`src/rtl/alu_share_arbiter.sv`:
```
// alu_share_arbiter: round-robin sharing of one combinational ALU between two
// valid/ready requesters. Each operation is accepted in IDLE, the ALU is driven
// for one EXEC cycle, and the registered result is returned in RESP.
// Optional macro ALU_OPCHECK_EN: reject alufn codes outside the legal set
// (ALU sees 000000, response is zeroed and rsp_illegal=1).
module alu_share_arbiter #(
  parameter int unsigned WIDTH = 32,
  parameter int unsigned FN_W  = 6
) (
  input  logic             clk,
  input  logic             rst_n,
  input  logic             req0_valid,
  output logic             req0_ready,
  input  logic [WIDTH-1:0] req0_a,
  input  logic [WIDTH-1:0] req0_b,
  input  logic [FN_W-1:0]  req0_alufn,
  input  logic             req1_valid,
  output logic             req1_ready,
  input  logic [WIDTH-1:0] req1_a,
  input  logic [WIDTH-1:0] req1_b,
  input  logic [FN_W-1:0]  req1_alufn,
  output logic             rsp0_valid,
  input  logic             rsp0_ready,
  output logic             rsp1_valid,
  input  logic             rsp1_ready,
  output logic [WIDTH-1:0] rsp_result,
  output logic             rsp_zero,
  output logic             rsp_overflow,
  output logic             rsp_illegal,
  output logic [WIDTH-1:0] alu_a,
  output logic [WIDTH-1:0] alu_b,
  output logic [FN_W-1:0]  alu_alufn,
  input  logic [WIDTH-1:0] alu_otp,
  input  logic             alu_zero,
  input  logic             alu_overflow
);

  typedef enum logic [1:0] {
    IDLE = 2'd0,
    EXEC = 2'd1,
    RESP = 2'd2
  } state_t;

  state_t           state;
  state_t           next_state;
  logic             last_grant;
  logic             grant;
  logic             gnt0;
  logic             gnt1;
  logic             accept;
  logic             rsp_take;
  logic [WIDTH-1:0] a_sel;
  logic [WIDTH-1:0] b_sel;
  logic [FN_W-1:0]  fn_sel;
  logic [FN_W-1:0]  fn_drive;

  // State register
  always_ff @(posedge clk or negedge rst_n) begin
    if (!rst_n) begin
      state <= IDLE;
    end else begin
      state <= next_state;
    end
  end

  // Next-state: accept -> one EXEC cycle -> hold RESP until the owner takes it
  always_comb begin
    next_state = state;
    rsp_take   = grant ? rsp1_ready : rsp0_ready;
    case (state)
      IDLE:    if (accept) next_state = EXEC;
      EXEC:    next_state = RESP;
      RESP:    if (rsp_take) next_state = IDLE;
      default: next_state = IDLE;
    endcase
  end

  // Output comb: round-robin grant in IDLE, request readies and operand select
  always_comb begin
    gnt0   = 1'b0;
    gnt1   = 1'b0;
    a_sel  = req0_a;
    b_sel  = req0_b;
    fn_sel = req0_alufn;
    if (state == IDLE) begin
      if (req0_valid && (!req1_valid || last_grant)) begin
        gnt0 = 1'b1;
      end else if (req1_valid) begin
        gnt1 = 1'b1;
      end
    end
    if (gnt1) begin
      a_sel  = req1_a;
      b_sel  = req1_b;
      fn_sel = req1_alufn;
    end
    req0_ready = gnt0;
    req1_ready = gnt1;
  end

  assign accept = gnt0 | gnt1;

`ifdef ALU_OPCHECK_EN
  logic fn_legal;
  logic illegal_q;

  // Legal opcode decode; illegal codes reach the ALU as 000000
  always_comb begin
    fn_legal = 1'b0;
    case (fn_sel)
      FN_W'(6'b000000), FN_W'(6'b000001), FN_W'(6'b000010), FN_W'(6'b000100),
      FN_W'(6'b000101), FN_W'(6'b000110), FN_W'(6'b001000), FN_W'(6'b001001):
        fn_legal = 1'b1;
      default: fn_legal = 1'b0;
    endcase
    fn_drive = fn_legal ? fn_sel : '0;
  end
`else
  assign fn_drive    = fn_sel;
  assign rsp_illegal = 1'b0;
`endif

  // Datapath: latch operands on accept, capture ALU outputs at end of EXEC
  always_ff @(posedge clk or negedge rst_n) begin
    if (!rst_n) begin
      alu_a        <= '0;
      alu_b        <= '0;
      alu_alufn    <= '0;
      last_grant   <= 1'b1;
      grant        <= 1'b0;
      rsp_result   <= '0;
      rsp_zero     <= 1'b0;
      rsp_overflow <= 1'b0;
      rsp0_valid   <= 1'b0;
      rsp1_valid   <= 1'b0;
`ifdef ALU_OPCHECK_EN
      illegal_q    <= 1'b0;
      rsp_illegal  <= 1'b0;
`endif
    end else begin
      if (accept) begin
        alu_a      <= a_sel;
        alu_b      <= b_sel;
        alu_alufn  <= fn_drive;
        last_grant <= gnt1;
        grant      <= gnt1;
`ifdef ALU_OPCHECK_EN
        illegal_q  <= !fn_legal;
`endif
      end
      if (state == EXEC) begin
`ifdef ALU_OPCHECK_EN
        if (illegal_q) begin
          rsp_result   <= '0;
          rsp_zero     <= 1'b0;
          rsp_overflow <= 1'b0;
          rsp_illegal  <= 1'b1;
        end else begin
          rsp_result   <= alu_otp;
          rsp_zero     <= alu_zero;
          rsp_overflow <= alu_overflow;
          rsp_illegal  <= 1'b0;
        end
`else
        rsp_result   <= alu_otp;
        rsp_zero     <= alu_zero;
        rsp_overflow <= alu_overflow;
`endif
      end
      rsp0_valid <= (next_state == RESP) && !grant;
      rsp1_valid <= (next_state == RESP) && grant;
    end
  end

endmodule

```
`config.mk`:
```
export PLATFORM = sky130hd
export DESIGN_NAME = alu_share_arbiter
export DESIGN_NICKNAME = d
export VERILOG_FILES = /design/src/rtl/alu_share_arbiter.sv
export SDC_FILE = /design/constraint.sdc
export NUM_CORES = 1
export LEC_CHECK = 0
export ABC_AREA = 0
export CORE_AREA = 2 2 114 116
export DETAILED_ROUTE_END_ITERATION = 12
export DIE_AREA = 0 0 116 118
export DONT_BUFFER_PORTS = 1
export PLACE_DENSITY = 0.58
export SETUP_SLACK_MARGIN = 0.3
export SLEW_MARGIN = 20
export SYNTH_ARGS = -nofsm -noshare
export SYNTH_HDL_FRONTEND = slang
export SYNTH_SLANG_ARGS = --single-unit
```
`constraint.sdc`:
```
create_clock -name clk -period 3.4 [get_ports clk]
set_input_delay 1.02 -clock clk [delete_from_list [all_inputs] [get_ports clk]]
set_output_delay 1.02 -clock clk [all_outputs]
set_load 0.005 [all_outputs]
```
======== Yosys cells after proc, flatten, opt, wreduce, memory -nomap -nowiden ========
Cells that the tools add are included.
storage, ports and cells
  word-level logic and storage cells ...... 34
  register bits after elaboration ......... 110
  output and inout port bits .............. 109
operators by class
  equal/unequal tests ..................... 3
  reductions and logical operators ........ 7
  bitwise operators ....................... 1
  mux-type cells .......................... 12
operator list
  cell                                                 count
  two-way mux 32 bit                                   2
  two-way mux 1 bit                                    6
  two-way mux 6 bit                                    1
  case mux 2 bit (3 select lines)                      1
  equality test 2 bit, second input constant           2
  two-way mux 2 bit                                    2
  logical AND 1 bit                                    3
  equality test 2 x 1 -> 1 bit, second input constant  1
  zero test 1 bit                                      2
  zero test 2 bit                                      1
  logical OR 1 bit                                     1
  bitwise OR 1 bit                                     1

======== Longest topological paths before layout ========
Gate-level depths: netlist of run 1.
  depth after elaboration ................. 10
  mapped depth ............................ 5
  mapped depth without buffers ............ 3

======== Worst setup path after synthesis of run 1 ========
Ideal clock, no wire load.
  path type ............................... in2out
  from .................................... input req0_valid
  to ...................................... output req1_ready
  buffers on the path ..................... 2
  stages on the path ...................... 4
  data arrival time ....................... 1.667 ns
  slack ................................... 0.713 ns
  path through ............................ buf_6 -> nand2_1 -> clkbuf_1 -> and2_1
on the way
  word-level cells in the longest chain between the ends .. 3
RTL lines
  what               RTL line  RTL
  from (decl)        12        input logic req0_valid,
  logical AND 1 bit  86        if (req0_valid && (!req1_valid || last_grant)) begin
  two-way mux 1 bit  86
  two-way mux 1 bit  85        if (state == IDLE) begin
  to (decl)          18        output logic req1_ready,
No other way between the ends.

======== Worst setup path in the final report of run 1 ========
  from .................................... input req1_valid
  to ...................................... output req0_ready
on the way
  word-level cells in the longest chain between the ends .. 5
RTL lines
  what               RTL line  RTL
  from (decl)        17        input logic req1_valid,
  zero test 1 bit    86
  logical OR 1 bit   86
  logical AND 1 bit  86
  two-way mux 1 bit  86
  two-way mux 1 bit  85
  to (decl)          13        output logic req0_ready,
No other way between the ends.

==> results of run 1 <==
[sequential cells by signal (all words and copies together) (netlist names)]
| register | flops |
|---|---|
| alu_b | 32 |
| grant | 1 |
| alu_alufn | 6 |
| rsp_result | 32 |
| rsp1_valid | 1 |
| rsp_overflow | 1 |
| alu_a | 32 |
| last_grant | 1 |
| rsp0_valid | 1 |
| rsp_zero | 1 |
| state | 2 |
[stage by stage]
stage | power (mW) | worst slack (ns) | hold slack, ns | util [%]
after global placement | 4.316 | 0.9594 | 0.5168 | 44.25
after detailed placement | 4.407 | 0.9518 | 0.5219 | 44.25
after CTS | 5.403 | 0.9461 | 0.3503 | 46.45
after floorplan | 3.913 | 0.7129 | 0.4623 | -
final | 5.359 | 0.9459 | 0.3583 | 46.47
after global routing | 5.749 | 0.9106 | 0.3436 | 46.47
[cells in the final DEF, fill, tap and decap left out, drive strengths merged, types with 5 or more instances in the layout]
| master | synthesis | layout |
|---|---|---|
| o21ai | 70 | 70 |
| mux2 | 34 | 34 |
| and3 | 70 | 70 |
| buf | 11 | 8 |
| clkbuf | 53 | 10 |
| inv | 3 | 5 |
| dfrtp | 109 | 109 |
| o2111ai | 70 | 70 |
| nand3b | 70 | 70 |
[routing by layer]
layer  vias to the layer above  global-route usage, %  wire [um]
li1                       1849                      -          -
met1                      2076                  28.84       6208
met2                       276                  36.73       7711
met3                        27                  6.025       1644
met4                         0                  7.664        388
met5                         -                      0          0
[worst paths after layout]
check,to,slack [ns],startpoint
min in group clk,rsp0_valid$_DFF_PN0_,0.52,grant$_DFFE_PN0P_
hold / removal,alu_a[13]$_DFFE_PN0P_,0.36,rst_n
setup reg to reg,alu_a[22]$_DFFE_PN0P_,1.47,state[0]$_DFF_PN0_
setup / recovery,req0_ready,0.95,req1_valid
max in group asynchronous,last_grant$_DFFE_PN1P_,2.83,rst_n
hold reg to reg,rsp0_valid$_DFF_PN0_,0.52,grant$_DFFE_PN0P_
[where the power goes]
group / switching [mW] / leakage [nW] / internal (mW)
Sequential: 0.551 / 1.33 / 1.97
Combinational: 1.08 / 1.03 / 0.760
Clock: 0.488 / 0.137 / 0.504
[logic make-up (layout without fill, tap and decap cells)]
family	count (synthesis)	in the layout	synth area share (%)
AND/OR/NAND/NOR	151	151	18.87
buffers and inverters	67	27	5.567
AO/OA/AOI/OAI	144	144	18.12
multiplexers	35	35	7.164
flip-flops	110	110	50.22
other	1	2	0.06838
[layout make-up]
cell class                      count  area (um^2)  area share, %
Clock buffer                       10        229.0          3.969
Tap cell                          172        215.2          3.730
Sequential cell                   110         2754          47.73
Clock inverter                      6        45.04         0.7807
Timing Repair Buffer                8        72.57          1.258
Multi-Input combinational cell    331         2440          42.29
Inverter                            3        11.26         0.1952
Antenna cell                        1        2.502        0.04337
==> flow_summary.json, run 1 <==
{
  "ys.flop_type": "dfrtp_1",
  "area_growth_pct": 5.202,
  "worst_ep_required_time_ns": 2.38,
  "cp_num_buf_inv": 2,
  "synth_top_area_share_pct": 49.74,
  "worstHoldPathType": "input pin to asynchronous set/reset pin",
  "cts_resized": 0,
  "yosys-top-cells-area": "dfrtp_1 (50%), o2111ai_1 (11%), nand3b_1 (9.6%)",
  "ir_drop_v": 0.0004179,
  "slew_headroom_pct": 45.34,
  "grt_usage_pct": 22.55,
  "yosysWarnings": 0,
  "drv_cap": 0,
  "crit_fanout": 3,
  "root_buffer": "clkbuf_16",
  "grt_pass1_wl_um": 24310,
  "wl_per_cell_um": 24.89,
  "rows": 41,
  "rsz0062_at_grt": "false",
  "cp-end-kind": "output port",
  "io_buffers": 0,
  "slowest_delay_ns": 0.26,
  "post_cts_buffers": 0,
  "dp_hpwl_um": 10020,
  "crit_type": "input pin to output port",
  "cts_sinks": 110,
  "coreArea_um2": 12410,
  "fin_crit_ns": 2.454,
  "synth_nets": 688,
  "path_clk_slew_ns": 0.08,
  "start_kind": "input pin",
  "outcome": "finished clean",
  "dpl_cell_area_um2": 5493,
  "max_freq_ghz": 0.4075,
  "clock_latency_ns": 0.35,
  "tns_ns": 0,
  "p_per_area_nw_per_um2": 928.9,
  "netlist_instances": 508,
  "netlist_area_um2": 5484,
  "skew_ns": 0.01275,
  "num-fill-cells": 1159,
  "antenna_found_initial": 1,
  "cp_top_family": "compound AO/OA/AOI/OAI gates",
  "chipWidth_um": 116,
  "die_h_um": 118,
  "synth_top_area_cell": "dfrtp_1",
  "grt.overflow.total": 0,
  "ys_ff_latch": 110,
  "drt_pass1_iterations": 7,
  "antenna_left": 0,
  "vias_per_cell": 6.596,
  "ys_types": 29,
  "drive_above_1_share_pct": 13.68,
  "p_leak_nw": 2.500,
  "hold_viol_final": 0,
  "setup_viol": 0,
  "synth.most_common_cell": "dfrtp_1",
  "cp.arrival_ns": 1.43,
  "drc_errors": 0,
  "start_util_pct": 44.17,
  "num_vias": 4228,
  "synth_seq_area_share_pct": 50.22,
  "async_flop_share_pct": 100.0,
  "synthTopCellsByCount": "dfrtp_1 (109), and3_1 (70), nand3b_1 (70), o2111ai_1 (70), o21ai_0 (69)",
  "cts_buffers": 9,
  "die-area_um2": 13690,
  "finalMaxSlewViolations": 0,
  "grt_max_degree": 111,
  "worst_slew_pin_slew_ns": 0.8199,
  "hold_buffers": 0,
  "wirelength_um": 15950,
  "drtIter0Drc": 370,
  "gp_congestion": 0.7630,
  "htreeDepth": 3,
  "synth-edff-count": 0,
  "grt_pass1_vias": 4275,
  "ioPinCount": 289,
  "cpMaxStageDelayCell": "o211ai_1",
  "crit_path_cell_trace": "inv_2 -> o211ai_1 -> inv_1",
  "timing.final.crit_share_pct": 72.18,
  "layout.nets": 643,
  "syn_avg_cell_area_um2": 10.80,
  "instances_no_fill": 641,
  "reg2regPathDepth": 4,
  "numPlacedInstances": 624,
  "final_cell_area_um2": 5769,
  "cts_tree": "done",
  "cp_num_cells": 3,
  "cts_max_path_buffers": 2
}
Power figures use the tool's default switching activity.
==> inputs of run 2 (changes only) <==
clock period = 2.4 ns   (was 3.4 ns; I/O delays follow)
==> run 2 against run 1 <==
Clock-buffer cell count increased by 2. Hold slack got worse by 0.30 ns. Setup slack got worse by 0.52 ns. Via count increased by 0.28%. Die area unchanged. Sequential power increased by 42%. Total power increased by 43%. Design area increased by 0.50%.
==> flow_summary.json, run 2 (synthesis gave the netlist of run 1 again) <==
{
  "outcome": "finished clean",
  "slowest_delay_ns": 0.46,
  "drt_pass1_iterations": 6,
  "p_leak_nw": 2.512,
  "ir_drop_v": 0.0004571,
  "coreArea_um2": 12410,
  "area_growth_pct": 5.727,
  "path_clk_slew_ns": 0.08,
  "drive_above_1_share_pct": 14.04,
  "r2r_start": "last_grant$_DFFE_PN1P_",
  "crit_type": "flop to output port",
  "setup_viol": 0,
  "fin_crit_ns": 1.972,
  "p_per_area_nw_per_um2": 1318,
  "cp.arrival_ns": 1.25,
  "cts_buffers": 9,
  "largestRegisters": "alu_a (32), alu_b (32), rsp_result (32)",
  "worstHoldPathType": "input pin to asynchronous set/reset pin",
  "cp-end-kind": "output port",
  "rrSetupSlack_ns": 0.53,
  "start_kind": "flop",
  "finalMaxSlewViolations": 0,
  "timing.final.crit_share_pct": 82.17,
  "slew_headroom_pct": 47.81,
  "ioPinCount": 289,
  "start_util_pct": 44.17,
  "cpMaxStageDelayCell": "dfrtp_1",
  "layout.nets": 645,
  "wirelength_um": 15720,
  "grt.overflow.total": 0,
  "antenna_found_initial": 0,
  "gp_congestion": 0.7659,
  "instances_no_fill": 642,
  "r2r_end": "alu_a[2]$_DFFE_PN0P_",
  "cts_max_path_buffers": 2,
  "cts_tree": "done",
  "die_h_um": 118,
  "clock_latency_ns": 0.34,
  "htreeDepth": 3,
  "die-area_um2": 13690,
  "chipWidth_um": 116,
  "final_common_cell": "dfrtp_1",
  "worst_ep_required_time_ns": 1.68,
  "num_vias": 4240,
  "root_buffer": "clkbuf_16",
  "grt_max_degree": 111,
  "drc_errors": 0,
  "worst_slew_pin_slew_ns": 0.7828,
  "rows": 41,
  "crit_path_cell_trace": "nor3b_4 -> and2_1",
  "dp_hpwl_um": 9925,
  "tns_ns": 0,
  "skew_ns": 0.01047,
  "grt_usage_pct": 22.82,
  "hold_viol_final": 0,
  "vias_per_cell": 6.604,
  "grt_pass1_wl_um": 24650,
  "wl_per_cell_um": 24.48,
  "drtIter0Drc": 412,
  "reg2regPathDepth": 4,
  "final_cell_mix": "dfrtp_1 (109), and3_1 (70), o2111ai_1 (70), nand3b_1 (70), o21ai_0 (69)",
  "grt_pass1_vias": 4276,
  "drv_cap": 0,
  "cp_num_buf_inv": 0,
  "num-fill-cells": 1147,
  "cp_top_family": "flip-flops",
  "rsz0062_at_grt": "false",
  "io_buffers": 0,
  "antenna_left": 0,
  "numPlacedInstances": 625,
  "crit_fanout": 5,
  "max_freq_ghz": 0.5071,
  "num_antenna_cells": 0,
  "cts_sinks": 110
}
==> run 2: cell count changes in the layout (fill, tap and decap cells not counted) <==
cell,change
clkinv_4,-2
clkbuf_8,+2
dfstp_2,-1
buf_4,+2
diode_2,-1
clkinv_2,-1
dfstp_4,+1
clkinvlp_4,+1
==> run 2: what timing repair did <==
item | in CTS | in global routing
resized for setup | 1 | 0
buffers inserted | 1 | 0
hold buffers | 0 | 0
endpoints found under the setup margin | 2 | 0
==> run 2: stage by stage <==
stage          util (%)  total power, mW  hold WS (ns)  setup slack, ns  area, um^2
2_1_floorplan         -            5.543        0.4244           0.3129        5484
3_3_place_gp      44.31            6.139        0.4281           0.5638        5500
3_5_place_dp      44.31            6.250        0.4275           0.5011        5500
4_1_cts           46.70            7.720       0.04739           0.4147        5798
5_1_grt           46.70            8.220       0.02809           0.3335        5798
6_report          46.70            7.641       0.06034           0.4278        5798
==> run 2: cell type report <==
cell class | instances | area, um^2 | area share (%)
multi-input combinational | 331 | 2440 | 42.08
timing repair buffer | 10 | 87.58 | 1.511
tap | 172 | 215.2 | 3.712
clock inverter | 4 | 30.03 | 0.5179
sequential | 110 | 2758 | 47.56
inverter | 3 | 11.26 | 0.1942
clock buffer | 12 | 256.5 | 4.424
==> run 2: how the worst max path moves through the flow <==
stage,start,slack (ns),cells past startpoint,end
final,state[1]$_DFF_PN0_,0.43,2,req1_ready
after global routing,last_grant$_DFFE_PN1P_,0.33,2,req0_ready
after CTS,state[1]$_DFF_PN0_,0.41,2,req1_ready
after detailed placement,req1_valid,0.50,4,alu_b[30]$_DFFE_PN0P_
after global placement,req1_valid,0.56,3,req0_ready
after floorplan,req0_valid,0.31,4,req1_ready
==> run 2: power by group <==
part	switching, mW	internal (mW)	total [mW]
Sequential	0.775	2.80	3.58
Combinational	1.52	1.10	2.62
Clock	0.672	0.768	1.44
Total	2.97	4.67	7.64
==> run 2: routing by layer <==
metal  up-vias  global-route usage (%)  routed length (um)
li1       1861                       -                   -
met1      2072                   29.24                6074
met2       276                   36.44                7596
met3        31                   7.621                1689
met4         0                   6.920                 354
met5         -                       0                   0
